## config.mk

```make
export PLATFORM = sky130hd
export DESIGN_NAME = mem_access_arbiter
export DESIGN_NICKNAME = d
export VERILOG_FILES = /design/src/rtl/mem_access_arbiter.sv
export SDC_FILE = /design/constraint.sdc
export NUM_CORES = 1
export LEC_CHECK = 0
export ABC_AREA = 1
export BUFFER_PORTS_ARGS = -buffer_cell sky130_fd_sc_hd__buf_2
export CORE_MARGIN = 3
export CORE_UTILIZATION = 52
export DETAILED_ROUTE_END_ITERATION = 12
export GPL_TIMING_DRIVEN = 0
export HOLD_SLACK_MARGIN = 0.06
export PLACE_DENSITY = 0.88
export SLEW_MARGIN = 20
export SYNTH_ARGS = -nofsm -noshare
export SYNTH_HDL_FRONTEND = slang
export SYNTH_SLANG_ARGS = --single-unit
```

## constraint.sdc

```tcl
create_clock -name i_clk -period 3.6 [get_ports i_clk]
set_clock_uncertainty 0.2 [all_clocks]
set_input_delay 1.08 -clock i_clk [delete_from_list [all_inputs] [get_ports i_clk]]
set_output_delay 1.08 -clock i_clk [all_outputs]
set_load 0.01 [all_outputs]
```

## src/rtl/mem_access_arbiter.sv

```systemverilog
// Round-robin arbiter giving two requesters timed SETUP/STROBE access to an 8-byte memory array.
// Ack comes 1+SETUP_CYCLES+STROBE_CYCLES cycles after grant; a requester holds its request until ack.
module mem_access_arbiter #(
  parameter int unsigned SETUP_CYCLES  = 1,
  parameter int unsigned STROBE_CYCLES = 2
) (
  input  logic       i_clk,
  input  logic       i_rst_n,
  input  logic       i_req_a,
  input  logic       i_req_b,
  input  logic       i_we_a,
  input  logic       i_we_b,
  input  logic [2:0] i_addr_a,
  input  logic [2:0] i_addr_b,
  input  logic [7:0] i_wdata_a,
  input  logic [7:0] i_wdata_b,
  output logic       o_ack_a,
  output logic       o_ack_b,
  output logic [7:0] o_rdata_a,
  output logic [7:0] o_rdata_b,
  output logic [2:0] o_mem_adr,
  output logic       o_mem_valid,
  output logic       o_mem_rw,
  output logic [7:0] o_mem_din,
  input  logic [7:0] i_mem_dout,
  output logic       o_busy
);

  typedef enum logic [1:0] {
    IDLE   = 2'd0,
    SETUP  = 2'd1,
    STROBE = 2'd2,
    DONE   = 2'd3
  } state_t;

  localparam logic [2:0] SETUP_LOAD  = 3'(SETUP_CYCLES - 1);
  localparam logic [2:0] STROBE_LOAD = 3'(STROBE_CYCLES - 1);

  state_t     state_q, state_d;
  logic [2:0] cnt_q, cnt_d;
  logic       owner_b_q, owner_b_d;
  logic       last_b_q, last_b_d;
  logic       we_q, we_d;
  logic [2:0] adr_q, adr_d;
  logic [7:0] din_q, din_d;
  logic [7:0] rdata_a_q, rdata_a_d;
  logic [7:0] rdata_b_q, rdata_b_d;

  logic grant;
  logic win_b;
  logic last_strobe;

  assign grant       = (state_q == IDLE) && (i_req_a || i_req_b);
  // With both requesting, B wins only when A was granted last.
  assign win_b       = i_req_b && (!i_req_a || !last_b_q);
  assign last_strobe = (state_q == STROBE) && (cnt_q == 3'd0);

  always_ff @(posedge i_clk or negedge i_rst_n) begin
    if (!i_rst_n) begin
      state_q <= IDLE;
      cnt_q   <= 3'd0;
    end else begin
      state_q <= state_d;
      cnt_q   <= cnt_d;
    end
  end

  always_comb begin
    state_d = state_q;
    cnt_d   = cnt_q;
    case (state_q)
      IDLE: begin
        if (grant) begin
          state_d = SETUP;
          cnt_d   = SETUP_LOAD;
        end
      end
      SETUP: begin
        if (cnt_q == 3'd0) begin
          state_d = STROBE;
          cnt_d   = STROBE_LOAD;
        end else begin
          cnt_d = cnt_q - 3'd1;
        end
      end
      STROBE: begin
        if (cnt_q == 3'd0) begin
          state_d = DONE;
          cnt_d   = 3'd0;
        end else begin
          cnt_d = cnt_q - 3'd1;
        end
      end
      DONE: begin
        state_d = IDLE;
        cnt_d   = 3'd0;
      end
      default: begin
        state_d = IDLE;
        cnt_d   = 3'd0;
      end
    endcase
  end

  always_comb begin
    o_mem_valid = (state_q == STROBE);
    o_busy      = (state_q != IDLE);
    o_ack_a     = (state_q == DONE) && !owner_b_q;
    o_ack_b     = (state_q == DONE) && owner_b_q;
    o_mem_adr   = adr_q;
    o_mem_rw    = we_q;
    o_mem_din   = din_q;
    o_rdata_a   = rdata_a_q;
    o_rdata_b   = rdata_b_q;
  end

  // Request fields are captured only at grant so the bus is stable for the whole access.
  always_comb begin
    owner_b_d = owner_b_q;
    last_b_d  = last_b_q;
    we_d      = we_q;
    adr_d     = adr_q;
    din_d     = din_q;
    if (grant) begin
      owner_b_d = win_b;
      last_b_d  = win_b;
      we_d      = win_b ? i_we_b    : i_we_a;
      adr_d     = win_b ? i_addr_b  : i_addr_a;
      din_d     = win_b ? i_wdata_b : i_wdata_a;
    end
  end

  always_comb begin
    rdata_a_d = rdata_a_q;
    rdata_b_d = rdata_b_q;
    if (last_strobe && !we_q) begin
      if (owner_b_q) rdata_b_d = i_mem_dout;
      else           rdata_a_d = i_mem_dout;
    end
  end

  always_ff @(posedge i_clk or negedge i_rst_n) begin
    if (!i_rst_n) begin
      owner_b_q <= 1'b0;
      last_b_q  <= 1'b1;
      we_q      <= 1'b0;
      adr_q     <= 3'd0;
      din_q     <= 8'h00;
      rdata_a_q <= 8'h00;
      rdata_b_q <= 8'h00;
    end else begin
      owner_b_q <= owner_b_d;
      last_b_q  <= last_b_d;
      we_q      <= we_d;
      adr_q     <= adr_d;
      din_q     <= din_d;
      rdata_a_q <= rdata_a_d;
      rdata_b_q <= rdata_b_d;
    end
  end

endmodule

```

==> reports/qor.yml <==
placed_design:
  gp_congestion: 0.8291
  dpl-instance-area_mm2: 0.002161
  pre_cts_ws_ns: 1.391
  io_buffers: 67
  dp_hpwl_um: 2898
synth:
  synth_cell_types: 21
  syn_avg_cell_area_um2: 7.904
  yosysWarnings: 0
  yosysSeqAreaShare_pct: 49.54
  syn_inst: 224
  netlist_area_mm2: 0.001770
  syn_nets: 265
  synth-seq-cells: 35
clock_network:
  post-cts-setup-buffer-count: 0
  cts_made_buffers: 5
  clock_latency_ns: 0.33
  cts_root_buf: "clkbuf_4"
  post_cts_resized: 0
  clkSinkCount: 35
  clk_path_buf_depth: 2
  htreeDepth: 2
  cts_tree: "yes"
  clk_pin_slew_worst_paths_ns: 0.10
  cts_hold_buf: 0
die:
  start_util_pct: 56.15
  dieArea_mm2: 0.004141
  core-area_mm2: 0.003153
  rows: 20
  die_h_um: 64.35
  dieWidth_um: 64.35
  io-pin-count: 68
worst_hold_path:
  hold_end: "last_b_q"
  hold_path.class: "flop to flop"
  holdCritStartpoint: "last_b_q"
  min_path_cells: 2
finish:
  design_area_mm2: 0.002215
  antenna_cells: 0
  drive_above_1_share_pct: 32.11
  regArea_um2: 877.1
  area_growth_pct: 25.09
  multi_input_area_um2: 772.0
  nets: 339
  fillCellCount: 287
route:
  vias: 1603
  firstDrtPassIters: 4
  drtIter0Drc: 105
  ant_nets: 0
  wl_um: 3688
  wl_per_cell_um: 10.75
  drc: 0
  via_per_inst: 4.673
run_status:
  status: "finished clean"
pwr:
  power.switching_mw: 0.8002
  leakage_nw: 1.334
  internal_power_mw: 1.045
  p_clk_share_pct: 10.9
  power_density_mw_per_mm2: 833.2
  peakVddDrop_v: 0.0003811
  p_sw_share_pct: 43.36
  p_seq_share_pct: 37.8
  p_comb_share_pct: 51.2
sta:
  slew_viol_final: 0
  slew_headroom_pct: 50.72
  max_freq_mhz: 388.8
  fin_crit_sh_pct: 71.45
  fin_tns_setup_ns: 0
  setup_ws_ns: 1.028
  period_needed_ns: 2.572
  fin_hold_ws_ns: 0.2711
  setup_violations: 0
  rsz0062_at_grt: "no"
  worstMarginPinSlew_ns: 0.7392
  finalHoldViolations: 0
setup_path:
  crit_path_start_kind: "flop"
  reg2reg_depth: 9
  path_cells: "inv_1 > ha_1 > inv_1 > buf_2"
  cpPeakStageDelay_ns: 0.43
  r2r_start: "state_q[0]"
  critPathKind: "flop to primary output"
  crit_top_cell: "inv_1"
  reg2reg_slack_ns: 1.87
  critical-path-slowest-cell: "dfrtp_1"
  worst-path-buf-inv: 3
  cp_max_fo: 4
  crit_path_end_kind: "primary output"
  cp_top_family: "flip-flops"
  critPathArrivalTime_ns: 1.29
  worst_ep_required_time_ns: 2.32
  r2r_end: "o_rdata_a[3]"
grt:
  grt_max_degree: 36
  grt_pass1_vias: 1487
  antenna_found_initial: 0
  grt-ovfl-total: 0
  grt_use_total_pct: 19.53
  grt_pass1_wl_um: 6292
job:
  maxCapViolCount: 0
-- logic make-up after synthesis --
family | after synthesis | share of synthesized area [%]
adder cells (fa/ha/maj) | 5 | 3.534
AO/OA/AOI/OAI | 2 | 0.5648
AND/OR/NAND/NOR | 160 | 39.51
buffers and inverters | 22 | 6.855
flip-flops | 35 | 49.54
-- area by class of cell --
| cell class | instances | share of cell area, % |
|---|---|---|
| Buffer | 7 | 2.316 |
| Clock buffer | 6 | 1.864 |
| Clock inverter | 2 | 0.5650 |
| Inverter | 15 | 3.164 |
| Multi-Input combinational cell | 167 | 34.86 |
| Sequential cell | 35 | 39.60 |
| Tap cell | 44 | 2.486 |
| Timing Repair Buffer | 67 | 15.14 |
-- worst reg2reg max path, cell delays in order (launching register included) --
cell and delay [ns]:
dfrtp_1 0.43, inv_1 0.11, ha_1 0.22, inv_2 0.05, nor2_2 0.16, inv_2 0.09
nor2_8 0.14, buf_8 0.14, nand3_1 0.07, nand2_1 0.07
-- registers in the layout, summed over array words and instances, names as in the netlist --
name       cells
o_mem_din      8
cnt_q          3
o_mem_rw       1
owner_b_q      1
o_mem_adr      3
o_rdata_b      8
last_b_q       1
state_q        2
o_rdata_a      8
-- synthesized netlist by cell type --
cell type / number / area share (%)
nand3_1: 32 / 9.0
inv_1: 9 / 1.9
inv_2: 5 / 1.1
nor2_4: 1 / 0.64
bufinv_8: 1 / 0.99
nand2_4: 1 / 0.64
dfrtp_1: 34 / 48
nor2_2: 2 / 0.71
buf_2: 5 / 1.4
buf_8: 1 / 0.85
nor2_8: 1 / 1.1
dfstp_2: 1 / 1.5
nand4_2: 2 / 1.4
o21ai_0: 1 / 0.28
a21oi_1: 1 / 0.28
ha_1: 5 / 3.5
nor2_1: 8 / 1.7
or2_2: 1 / 0.35
nand2_1: 111 / 24
buf_6: 1 / 0.64
nand4_1: 1 / 0.35
-- placed cells by master (no fill, tap or decap), drive strengths merged --
master / netlist / layout
clkbuf: 0 / 6
clkinvlp: 0 / 1
o21ai: 1 / 1
dfstp: 1 / 1
dfrtp: 34 / 34
or2: 1 / 1
buf: 7 / 74
nand4: 3 / 3
bufinv: 1 / 1
ha: 5 / 5
nor2: 12 / 12
clkinv: 0 / 1
inv: 14 / 14
nand2: 112 / 112
nand3: 32 / 32
a21oi: 1 / 1
-- layer usage --
layer  wire [um]  up-vias  GRT usage, %
met5           0        -             0
met4          36        0         8.179
met3         319        4         5.800
met2        1682       74         30.15
met1        1651      677         25.51
li1            -      848             -
-- worst max path at each step --
stage | start | slack, ns | endpoint | depth (start not counted)
floorplan | state_q[0] | 1.55 | o_busy | 3
global placement | state_q[0] | 1.40 | o_busy | 4
detailed placement | state_q[0] | 1.39 | o_busy | 4
CTS | state_q[0] | 0.99 | o_busy | 4
global route | state_q[0] | 0.87 | o_busy | 4
finish | state_q[0] | 1.03 | o_busy | 4
-- power groups by stage --
stage	Clock (mW)	Sequential (mW)	Combinational [mW]
after floorplan	0	0.768	0.573
after global placement	0	0.698	0.933
after detailed placement	0	0.702	0.958
after CTS	0.209	0.698	0.961
after global routing	0.232	0.723	1.07
final	0.202	0.698	0.946
-- metrics by stage --
stage | instances | total power, mW | util (%)
5_1_grt | 343 | 2.021 | 70.24
3_5_place_dp | 335 | 1.660 | 68.53
4_1_cts | 343 | 1.867 | 70.24
3_3_place_gp | 335 | 1.631 | 68.53
2_1_floorplan | 224 | 1.341 | -
6_report | 343 | 1.845 | 70.24
Power figures use the tool's default switching activity.
